===== src/rtl/param_step_counter.sv =====
// param_step_counter: WIDTH-bit up/down step counter with EVEN/ODD/UNIT/PARAM modes,
// synchronous aligned load, and wrap or saturate handling at the range ends.
// Latency: one clk from the en/load sample to q. tc and at_limit are registered and track that q.
// No backpressure: the counter advances on every enabled edge and holds when en is low.
module param_step_counter #(
  parameter int unsigned      WIDTH    = 8,
  parameter int unsigned      STEP     = 3,
  parameter logic [WIDTH-1:0] START    = '0,
  parameter bit               SATURATE = 1'b0
) (
  input  logic             clk,
  input  logic             reset,
  input  logic             en,
  input  logic             up_dn,
  input  logic [1:0]       mode,
  input  logic             load,
  input  logic [WIDTH-1:0] load_val,
  output logic [WIDTH-1:0] q,
  output logic             tc,
  output logic             at_limit
);

  typedef enum logic [1:0] {
    MODE_EVEN  = 2'b00,
    MODE_ODD   = 2'b01,
    MODE_UNIT  = 2'b10,
    MODE_PARAM = 2'b11
  } mode_e;

  // One extra bit above the count width catches the carry or borrow of a step.
  localparam logic [WIDTH:0] STEP_EXT = (WIDTH+1)'(STEP);

  // Force bit0 to match the parity of EVEN/ODD modes; UNIT and PARAM pass through.
  function automatic logic [WIDTH-1:0] align_f(input logic [WIDTH-1:0] v, input logic [1:0] m);
    logic [WIDTH-1:0] r;
    r = v;
    case (m)
      MODE_EVEN: r[0] = 1'b0;
      MODE_ODD:  r[0] = 1'b1;
      default:   r    = v;
    endcase
    return r;
  endfunction

  // Step size selected by the current mode, at the extended width.
  function automatic logic [WIDTH:0] step_f(input logic [1:0] m);
    logic [WIDTH:0] s;
    case (m)
      MODE_UNIT:  s = (WIDTH+1)'(1);
      MODE_PARAM: s = STEP_EXT;
      default:    s = (WIDTH+1)'(2);
    endcase
    return s;
  endfunction

  // Largest aligned value reachable in the current direction and mode.
  function automatic logic [WIDTH-1:0] limit_f(input logic up, input logic [1:0] m);
    logic [WIDTH-1:0] l;
    if (up) begin
      l = '1;
      if (m == MODE_EVEN) l[0] = 1'b0;
    end else begin
      l = '0;
      if (m == MODE_ODD) l[0] = 1'b1;
    end
    return l;
  endfunction

  logic [WIDTH-1:0] q_q, q_d;
  logic             tc_q, tc_d;
  logic             at_limit_q, at_limit_d;

  logic [WIDTH-1:0] lim;
  logic [WIDTH:0]   raw;
  logic             ovf;

  // Next count: load beats count beats hold; at_limit is re-evaluated against the new q every edge.
  always_comb begin
    q_d        = q_q;
    tc_d       = 1'b0;
    lim        = limit_f(up_dn, mode);
    raw        = up_dn ? ({1'b0, q_q} + step_f(mode)) : ({1'b0, q_q} - step_f(mode));
    // Top bit of the extended sum is the carry going up or the borrow going down.
    ovf        = raw[WIDTH];
    if (load) begin
      q_d = align_f(load_val, mode);
    end else if (en) begin
      if (SATURATE) begin
        q_d  = ovf ? lim : align_f(raw[WIDTH-1:0], mode);
        // Pulse only on arrival at the limit; sitting there produces no further pulses.
        tc_d = (q_d == lim) && (q_q != lim);
      end else begin
        q_d  = align_f(raw[WIDTH-1:0], mode);
        tc_d = ovf;
      end
    end
    at_limit_d = (q_d == lim);
  end

  // State register; reset forces the start value and clears both flags without a clock.
  always_ff @(posedge clk or posedge reset) begin
    if (reset) begin
      q_q        <= START;
      tc_q       <= 1'b0;
      at_limit_q <= 1'b0;
    end else begin
      q_q        <= q_d;
      tc_q       <= tc_d;
      at_limit_q <= at_limit_d;
    end
  end

  assign q        = q_q;
  assign tc       = tc_q;
  assign at_limit = at_limit_q;

endmodule


===== config.mk =====
export PLATFORM = sky130hd
export DESIGN_NAME = param_step_counter
export DESIGN_NICKNAME = d
export VERILOG_FILES = /design/src/rtl/param_step_counter.sv
export SDC_FILE = /design/constraint.sdc
export NUM_CORES = 1
export LEC_CHECK = 0
export BUFFER_PORTS_ARGS = -buffer_cell sky130_fd_sc_hd__buf_2
export CORE_UTILIZATION = 52
export DETAILED_ROUTE_END_ITERATION = 10
export PLACE_DENSITY = 0.8
export SLEW_MARGIN = 15
export SYNTH_ARGS = -nofsm -noshare
export SYNTH_HDL_FRONTEND = slang
export SYNTH_SLANG_ARGS = --single-unit

===== constraint.sdc =====
create_clock -name clk -period 5.6 [get_ports clk]
set_input_delay 0.28 -clock clk [delete_from_list [all_inputs] [get_ports clk]]
set_output_delay 0.28 -clock clk [all_outputs]
set_load 0.1 [all_outputs]

# Word-level counts from Yosys, hierarchy flattened
# Index checks and enable logic that the tools add are counted.
# op_classes
addsub	2
eq_ne	4
n_mux	11
n_reduce_logical	1
# op_table
cell	count
$mux W8	3
$add A8 B9 Y9	1
$mux W9	1
$sub A8 B9 Y9	1
$eq A8 B8 Y1	1
$eq A2 B2 Y1 const B	2
$mux W1	4
$pmux W1 S2	2
$pmux W2 S2	1
$eq A2 B1 Y1 const B	1
$logic_not A2 Y1	1
# totals
reg_bits	10
out_inout_bits	10
wordCells	21

# Logic depth before layout (Yosys ltp)
# Gate-level depths: netlist (run 1).
# logic_depth
depth_word	8
mapped_depth	12
mapped_depth_nobuf	11

# Worst setup path before layout (run 1)
# No wires, ideal clock.
# synth_path
kind	reg-to-reg
startpoint	reg q_q[1], in the netlist q[1]
endpoint	reg at_limit_q, in the netlist at_limit
arrival_time_ps	2793
required_ps	5506
setup_slack_ps	2713
stages_incl_launch_ff	10
n_path_buf	0
period_less_slack_ps	2887
cell_sequence	dfrtp_1 -> inv_1 -> fa_1 -> nor2b_2 -> o31ai_1 -> o211ai_1 -> a21oi_1 -> or3_1 -> or3_1 -> a221oi_2
# synth_via
elab_chain_cells	5
elab_cells_between_ends	6
cone_classes	add/sub: 2; eq/ne: 1; mux: 3
# synth_rtl
item	line	text
start: declaration	69	logic [WIDTH-1:0] q_q, q_d;
start signal: assignment	107	q_q <= q_d;
$sub A8 B9 Y9 or $add A8 B9 Y9 (tied branches)	82	raw = up_dn ? ({1'b0, q_q} + step_f(mode)) : ({1'b0, q_q} - step_f(mode));
$mux W9 *	82	
$mux W8 *	87	end else if (en) begin
$mux W8 *	85	if (load) begin
named net q_d[4]	69	
$eq A8 B8 Y1 *	97	at_limit_d = (q_d == lim);
named net at_limit_d	71	logic at_limit_q, at_limit_d;
end signal: assignment	109	at_limit_q <= at_limit_d;
end: declaration	71	
# The timed path passes the listed nets; every way through them passes the cells marked *.

# Worst setup path in the final report (run 1)
# layout_path
startpoint	reg q_q[0], in the netlist q[0]
endpoint	reg at_limit_q, in the netlist at_limit
# The elaborated chain is that of the path after synthesis.

==> run summary, run 1 <==
synthesized cell area -> 848.3 sq um
CP delay by family, top -> simple AND/OR/NAND/NOR gates
vias -> 848
hold crit path type -> in -> reg
largest cells by area after synthesis -> dfrtp_1 (29%), ha_1 (10%), a21oi_1 (6.5%)
Port Buffers -> 24
CTS sink cnt -> 10
drt via density -> 5.808
final-report hold violation count -> 0
Register Area -> 250.2 sq um
Core Util, Final -> 67.52%
count of pins over their slew limit -> 0
TritonCTS clock tree -> yes
DR DRC count -> 0
Total Die Area -> 1797 sq um
initial antenna violation count -> 0
maximum clock rate -> 406.7 MHz
Synth-to-Final Area Change -> 19.91%
count of final setup violators -> 0
cts repair resizes -> 0
gr usage total -> 25.81%
Layout Nets -> 154
clk root buf -> clkbuf_4
Crit Path Max Fanout -> 4
Final Cycle Share -> 43.91%
initial core utilization -> 56.31%
skew final -> 4.892 ps
Syn Inst Count -> 105
Critical Path RT -> 5790 ps
#FFs+latches synth -> 10
Slew @ Worst Pin -> 486.7 ps
RSZ-0062 raised after global routing -> false
largest net degree at the start of global routing -> 19
Worst path slowest cell -> fa_1
I/O Pins -> 25
CTS clk-pin slew, worst paths -> 70 ps
status -> complete, no violations
minimum clock period -> 2459 ps
core area -> 1506 sq um
number of fill cells -> 129
cell chain of the critical path -> nand2_1 -> fa_1 -> nor2b_2 -> o31ai_1 -> a21oi_1 -> or2_2 -> nand3_1 -> or3_1 -> a221oi_2
drt first pass iters -> 4
H-tree Lvls -> 1
Avg WL per Cell -> 13.94 um
Rows -> 14
post-synth net total -> 128
Setup crit end kind -> flop
Critical Path AT -> 2650 ps
largest area contributor in the synthesized netlist -> dfrtp_1
worst skew pair latency -> 270 ps
pwr/cell area -> 329.6 nW/um^2
vias in the first global route -> 811
Starting DRT DRC Count -> 28
Num CTS Buffers -> 3
count of cell types in the netlist -> 38
multi-input logic area -> 558.0 sq um
crit path kind -> reg -> reg
Setup crit start kind -> flop
clock buffer depth -> 2
Placer Congestion -> 0.8568
DRT antenna net count -> 0
number of max-cap violations -> 0
crit-path max cell delay -> 410 ps
worst vdd ir -> 0.2172 mV
n_diodes -> 0
Detail Placement HPWL -> 1593 um
Buf/Inv on CP -> 0
first-pass GRT wire length -> 3498 um
die height -> 42.39 um
share of cells above drive strength 1 -> 26.92%
slew margin rel. -> 67.78%
Die W -> 42.39 um
P_leak -> 0.0005092 uW
setup tns final -> 0 ps
Total Wirelength -> 2035 um
Post-Syn Area per Cell -> 8.079 sq um
remaining global-route overflow -> 0
synth warn -> 0
Seq/Total Area, Yosys -> 29.50%
Synth top area share -> 29.50%
flip-flops by register name (all words and copies together), names as in the netlist:
name / flops
q: 8
at_limit: 1
tc: 1
layout by cell type (no fill, tap or decap), types with 2 or more instances in the layout:
master    count
o21a_1        2
xor2_1        3
o21ai_0       5
or3_1         2
a21oi_1      11
or2_2         2
nand3_1       3
inv_1         5
nor2b_1       2
ha_1          7
dfrtp_1      10
nor2_1       10
a21o_1        2
clkbuf_4      3
nand4_1       2
buf_2        24
nor3_1        2
nand2_1      13
cell type report:
class / instances / share of cell area [%]
multi-input combinational: 85 / 54.86
inverter: 6 / 2.214
clock buffer: 4 / 3.567
timing repair buffer: 25 / 12.79
sequential: 10 / 24.60
tap: 16 / 1.968
worst register-to-register path, delay by kind of cell, from the launching register on:
kind            cells  cell delay [ps]
flops               1              380
compound gates      3              590
fa+ha+maj           1              410
simple gates        5              990
timing repair:
item                                    CTS  global route
endpoints found under the setup margin    0             0
buffers inserted                          0             0
endpoints found under the hold margin    10             0
hold buffers                              1             0
where the power goes:
part | internal (uW) | switching [uW] | leakage (uW)
Clock | 39.6 | 26.8 | 0.0000210
Sequential | 81.7 | 7.46 | 0.000123
Combinational | 48.4 | 131 | 0.000365
logic make-up (layout without fill, tap and decap cells):
kind of cell             after synthesis  in the layout  share of synthesized area, %
buffers and inverters                 10             35                         4.720
AO/OA/AOI/OAI                         29             29                         22.71
AND/OR/NAND/NOR                       43             43                         25.08
flip-flops                            10             10                         29.50
XOR/XNOR                               4              4                         4.131
multiplexers                           1              1                         1.180
adder cells (fa/ha/maj)                8              8                         12.68
Yosys cell counts (all sizes together):
| cell | count |
|---|---|
| xor2 | 3 |
| buf | 2 |
| o21ai | 5 |
| o211ai | 1 |
| nor2 | 10 |
| nand4 | 2 |
| a21o | 2 |
| ha | 7 |
| nand2b | 1 |
| xnor2 | 1 |
| or3 | 2 |
| nand2 | 13 |
| or4 | 1 |
| nor3b | 1 |
| nand3b | 1 |
| and2 | 1 |
| a211o | 1 |
| dfrtp | 10 |
| a22o | 1 |
| clkbuf | 2 |
| inv | 6 |
| nand3 | 3 |
| a221o | 1 |
| mux2i | 1 |
| fa | 1 |
| a2111oi | 1 |
| a221oi | 1 |
| nor2b | 3 |
| a21oi | 12 |
| or2 | 2 |
| o31ai | 1 |
| and3 | 1 |
| a22oi | 1 |
| o21a | 2 |
| nor3 | 2 |
final timing paths:
kind	depth (start not counted)	to	startpoint	slack, ps
max	9	at_limit$_DFF_PP0_	q[0]$_DFF_PP0_	3140
min	3	q[3]$_DFF_PP0_	load_val[3]	300
max reg2reg	9	at_limit$_DFF_PP0_	q[0]$_DFF_PP0_	3140
min reg2reg	1	q[0]$_DFF_PP0_	q[0]$_DFF_PP0_	630
max in group asynchronous	3	q[1]$_DFF_PP0_	reset	4810
min in group asynchronous	3	q[6]$_DFF_PP0_	reset	510
through the flow:
stage	area, sq um	std cells	setup WS, ps	hold slack [ps]	total power, uW
4_1_cts	1017	146	3160	291.9	336.5
2_1_floorplan	848.3	105	2713	120.2	234.8
3_5_place_dp	970.9	141	2882	280.8	268.0
5_1_grt	1017	146	2985	311.8	353.3
3_3_place_gp	970.9	141	2970	273.0	264.6
6_report	1017	146	3141	298.4	335.2
metal layers:
layer | vias to the layer above | track usage [%] | part of all wire [%]
met1 | 388 | 35.73 | 46
met4 | 0 | 15.63 | 2.6
met3 | 7 | 2.155 | 5.5
met5 | - | 0 | 0
li1 | 424 | - | -
met2 | 29 | 39.08 | 46
Note: power is estimated with default switching activity, not from simulation.
==> run 2, diff against run 1 <==
--- a/config.mk
+++ b/config.mk
@@ -6,9 +6,9 @@
 export NUM_CORES = 1
 export LEC_CHECK = 0
 export BUFFER_PORTS_ARGS = -buffer_cell sky130_fd_sc_hd__buf_2
-export CORE_UTILIZATION = 52
+export CORE_UTILIZATION = 50
 export DETAILED_ROUTE_END_ITERATION = 10
-export PLACE_DENSITY = 0.8
+export PLACE_DENSITY = 0.78
 export SLEW_MARGIN = 15
 export SYNTH_ARGS = -nofsm -noshare
 export SYNTH_HDL_FRONTEND = slang
==> constraint.sdc (replaced) <==
create_clock -name clk -period 2.5 [get_ports clk]
set_input_delay 0.125 -clock clk [delete_from_list [all_inputs] [get_ports clk]]
set_output_delay 0.125 -clock clk [all_outputs]
set_load 0.1 [all_outputs]
==> run summary, run 2 (same netlist as run 1, synthesis figures left out) <==
Die W -> 43.19 um
slew margin rel. -> 67.57%
Placer Congestion -> 0.8805
pwr/cell area -> 718.0 nW/um^2
minimum clock period -> 2440 ps
fin cells -> 149
Avg WL per Cell -> 14.58 um
vias in the first global route -> 847
Starting DRT DRC Count -> 25
TritonCTS clock tree -> yes
Rows -> 14
Detail Placement HPWL -> 1702 um
count of pins over their slew limit -> 0
Crit Path Max Fanout -> 4
flop2flop setup slack -> 60 ps
sequential fraction of design power -> 26.4%
power share of the clock group -> 18.8%
switching power total -> 386.1 uW
RSZ-0062 raised after global routing -> true
post-route cell area -> 1101 sq um
final-report hold violation count -> 0
status -> complete, no violations
hold crit path type -> in -> reg
setup tns final -> 0 ps
CTS clk-pin slew, worst paths -> 70 ps
drt via density -> 5.799
commonest non-fill, non-tap cell in the layout -> buf_2
Total Wirelength -> 2172 um
Critical Path RT -> 2690 ps
Num CTS Buffers -> 3
initial core utilization -> 55.03%
switching fraction of total power -> 48.84%
H-tree Lvls -> 1
Setup crit end kind -> flop
multi-input logic area -> 603.1 sq um
count of final setup violators -> 0
setup ws final -> 60.00 ps
reg2reg path depth -> 9
skew final -> 2.805 ps
Register Area -> 266.5 sq um
Post-DP Area -> 1002 sq um
number of fill cells -> 136
Min Hold Slack -> 146.6 ps
Slew @ Worst Pin -> 489.8 ps
die height -> 43.19 um
R2R Path Start -> q[1]$_DFF_PP0_
clock buffer depth -> 2
hold endpoint -> q[1]$_DFF_PP0_
share of cells above drive strength 1 -> 37.59%
most frequent cells in the layout -> buf_2 (24), nand2_1 (13), nor2_1 (10)
hold path start -> load_val[1]
DRT antenna net count -> 0
Synth-to-Final Area Change -> 29.79%
Comb power frac -> 54.8%
CTS sink cnt -> 10
Critical Path AT -> 2630 ps
Int Power -> 404.4 uW
DP Worst Slack -> -9.762 ps
n_diodes -> 0
number of max-cap violations -> 0
Port Buffers -> 24
Setup crit start kind -> flop
initial antenna violation count -> 0
Layout Nets -> 157
crit path kind -> reg -> reg
core area -> 1541 sq um
worst skew pair latency -> 270 ps
worst r2r dst -> at_limit$_DFF_PP0_
first-pass GRT wire length -> 3601 um
vias -> 864
maximum clock rate -> 409.8 MHz
P_leak -> 0.0005212 uW
I/O Pins -> 25
Final Cycle Share -> 97.60%
DR DRC count -> 0
hold depth -> 3
gr usage total -> 26.26%
placed instance count -> 143
max FFs per register -> 8
remaining global-route overflow -> 0
largest net degree at the start of global routing -> 19
worst vdd ir -> 0.4536 mV
Total Die Area -> 1865 sq um
clk root buf -> clkbuf_4
drt first pass iters -> 4
run 2: worst max-delay path by stage:
stage | startpoint | end | slack, ps
2_1_floorplan | q[1]$_DFF_PP0_ | at_limit$_DFF_PP0_ | 10
5_1_grt | q[1]$_DFF_PP0_ | at_limit$_DFF_PP0_ | -40
6_report | q[1]$_DFF_PP0_ | at_limit$_DFF_PP0_ | 60
4_1_cts | q[2]$_DFF_PP0_ | at_limit$_DFF_PP0_ | 4
3_5_place_dp | up_dn | at_limit$_DFF_PP0_ | -10
3_3_place_gp | q[2]$_DFF_PP0_ | at_limit$_DFF_PP0_ | 40
run 2: power by group through the flow:
stage / clock network [uW] / registers (uW) / logic [uW]
after floorplan: 0 / 365 / 168
after global placement: 0 / 209 / 397
after detailed placement: 0 / 209 / 405
after CTS: 154 / 206 / 409
after global routing: 156 / 211 / 464
final: 149 / 209 / 433
run 2: timing repair:
action                                 CTS  global route
setup buffers                            0             1
gates resized for setup                  1             7
hold buffers                             1             0
endpoints found under the hold margin   10             0
pin swaps                                0             5
setup endpoints to repair                1             1
run 2: critical path, stage by stage, from the launching register on:
cell and delay [ps]:
dfrtp_4 440, inv_1 70, fa_1 450, nor2b_2 190, o31ai_1 120, o211ai_1 130, a21oi_2 110, or3_1 320
or3_4 330, a221oi_2 200
run 2: metal layers:
| metal | part of all wire [%] | vias up | global-route usage (%) |
|---|---|---|---|
| li1 | - | 429 | - |
| met1 | 47 | 410 | 34.86 |
| met2 | 48 | 18 | 42.39 |
| met3 | 2.0 | 7 | 1.702 |
| met4 | 2.6 | 0 | 13.94 |
| met5 | 0 | - | 0 |
run 2: through the flow:
stage | total power, uW | utilization (%)
after floorplan | 533.3 | -
after global placement | 605.9 | 65.02
after detailed placement | 613.9 | 65.02
after CTS | 768.0 | 68.02
after global routing | 831.4 | 71.43
final | 790.5 | 71.43
run 2: final cells by class:
| cell class | count | area share (%) |
|---|---|---|
| Multi-Input combinational cell | 85 | 54.77 |
| Clock buffer | 4 | 3.295 |
| Inverter | 6 | 2.045 |
| Tap cell | 16 | 1.818 |
| Sequential cell | 10 | 24.20 |
| Timing Repair Buffer | 28 | 13.86 |
==> run 3, diff against run 2 <==
--- a/config.mk
+++ b/config.mk
@@ -6,9 +6,9 @@
 export NUM_CORES = 1
 export LEC_CHECK = 0
 export BUFFER_PORTS_ARGS = -buffer_cell sky130_fd_sc_hd__buf_2
-export CORE_UTILIZATION = 50
+export CORE_ASPECT_RATIO = 0.75
+export CORE_UTILIZATION = 25
 export DETAILED_ROUTE_END_ITERATION = 10
-export PLACE_DENSITY = 0.78
 export SLEW_MARGIN = 15
 export SYNTH_ARGS = -nofsm -noshare
 export SYNTH_HDL_FRONTEND = slang
==> run summary, run 3 (same netlist as run 1, synthesis figures left out) <==
status -> complete, no violations
worst skew pair latency -> 230 ps
Starting DRT DRC Count -> 11
skew final -> 5.417 ps
core area -> 3084 sq um
n_diodes -> 0
worst r2r dst -> at_limit$_DFF_PP0_
Rows -> 17
Synth-to-Final Area Change -> 35.55%
share of cells above drive strength 1 -> 37.50%
slew margin rel. -> 66.87%
DR DRC count -> 0
Avg WL per Cell -> 13.90 um
final-report hold violation count -> 0
drt first pass iters -> 4
most frequent cells in the layout -> buf_2 (24), nand2_1 (13), a21oi_1 (11)
Worst path slowest cell -> or3_4
largest net degree at the start of global routing -> 19
drt via density -> 5.057
TritonCTS clock tree -> yes
initial core utilization -> 27.51%
Setup crit start kind -> flop
maximum clock rate -> 415.1 MHz
setup ws final -> 91.12 ps
H-tree Lvls -> 1
hold depth -> 3
CTS clk-pin slew, worst paths -> 50 ps
Critical Path AT -> 2550 ps
Total Wirelength -> 2419 um
Detail Placement HPWL -> 1943 um
post-route cell area -> 1150 sq um
Buf/Inv on CP -> 1
vias -> 880
hold crit path type -> in -> reg
Num CTS Buffers -> 3
CP delay by family, top -> simple AND/OR/NAND/NOR gates
worst vdd ir -> 0.5282 mV
hold endpoint -> q[6]$_DFF_PP0_
Total Die Area -> 3633 sq um
count of final setup violators -> 0
Setup crit end kind -> flop
initial antenna violation count -> 0
remaining global-route overflow -> 0
Crit Path Max Fanout -> 4
first-pass GRT wire length -> 3753 um
Core Util, Final -> 37.28%
crit path kind -> reg -> reg
Final Cycle Share -> 96.36%
DRT antenna net count -> 0
Post-DP Area -> 1052 sq um
Placer Congestion -> 0.8593
max FFs per register -> 8
count of pins over their slew limit -> 0
I/O Pins -> 25
minimum clock period -> 2409 ps
clock buffer depth -> 2
cell chain of the critical path -> inv_1 -> fa_2 -> nor2b_4 -> o31ai_1 -> a21oi_1 -> or2_2 -> nand3_1 -> or3_4 -> a221oi_2
gr usage total -> 13.54%
flop2flop setup slack -> 90 ps
pwr/cell area -> 734.6 nW/um^2
clk root buf -> clkbuf_8
Die W -> 69.27 um
commonest non-fill, non-tap cell in the layout -> buf_2
hold path start -> load_val[6]
Port Buffers -> 24
vias in the first global route -> 801
Critical Path RT -> 2640 ps
Layout Nets -> 160
reg2reg path depth -> 9
die height -> 52.45 um
Tot Pwr -> 844.7 uW
R2R Path Start -> q[1]$_DFF_PP0_
crit-path max cell delay -> 430 ps
CTS sink cnt -> 10
DP Worst Slack -> -28.12 ps
number of max-cap violations -> 0
P_leak -> 0.0005442 uW
Slew @ Worst Pin -> 500.4 ps
-- run 3: tightest hold or removal path, delay by kind of cell --
family / cells / cell delay (ps)
buffers and inverters: 1 / 70
AOI/OAI and AO/OA: 1 / 50
and+or+nand+nor: 1 / 140
-- run 3: area by class of cell --
type	instances	area (sq um)
Clock buffer	4	55.05
Fill cell	321	1934
Inverter	6	22.52
Multi-Input combinational cell	85	583.1
Sequential cell	10	266.5
Tap cell	38	47.55
Timing Repair Buffer	31	175.2
-- run 3: timing repair --
action | CTS | global route
resized for setup | 1 | 4
endpoints found under the hold margin | 10 | 0
setup endpoints to repair | 1 | 1
hold buffers | 1 | 0
buffers inserted | 0 | 1
pin swaps | 0 | 1
cloned | 0 | 0
-- run 3: report_power, final --
group	internal, uW	total [uW]	switching, uW	leakage [uW]
logic	132	436	304	0.000400
clock network	138	198	59.6	0.0000288
registers	190	211	21.3	0.000116
total	460	845	385	0.000544
-- run 3: how the worst max path moves through the flow --
stage / start / endpoint / slack (ps) / cells past startpoint
final: q[1]$_DFF_PP0_ / at_limit$_DFF_PP0_ / 90 / 9
after global routing: q[1]$_DFF_PP0_ / at_limit$_DFF_PP0_ / -20 / 9
after CTS: q[2]$_DFF_PP0_ / at_limit$_DFF_PP0_ / 20 / 8
after detailed placement: up_dn / at_limit$_DFF_PP0_ / -30 / 12
after global placement: q[2]$_DFF_PP0_ / at_limit$_DFF_PP0_ / 40 / 8
after floorplan: q[1]$_DFF_PP0_ / at_limit$_DFF_PP0_ / 10 / 9
-- run 3: per-stage QoR --
stage	cells	TNS [ps]	hold WS (ps)
after floorplan	105	0	-35.03
after global placement	168	0	115.6
after detailed placement	168	-28.12	121.3
after CTS	173	0	192.3
after global routing	174	-19.63	222.5
final	174	0	210.1
-- run 3: per-layer routing --
metal / wire length (um) / GRT usage (%)
met3: 112 / 2.500
met1: 1196 / 18.12
met2: 1094 / 21.84
met4: 17 / 5.102
met5: 0 / 0
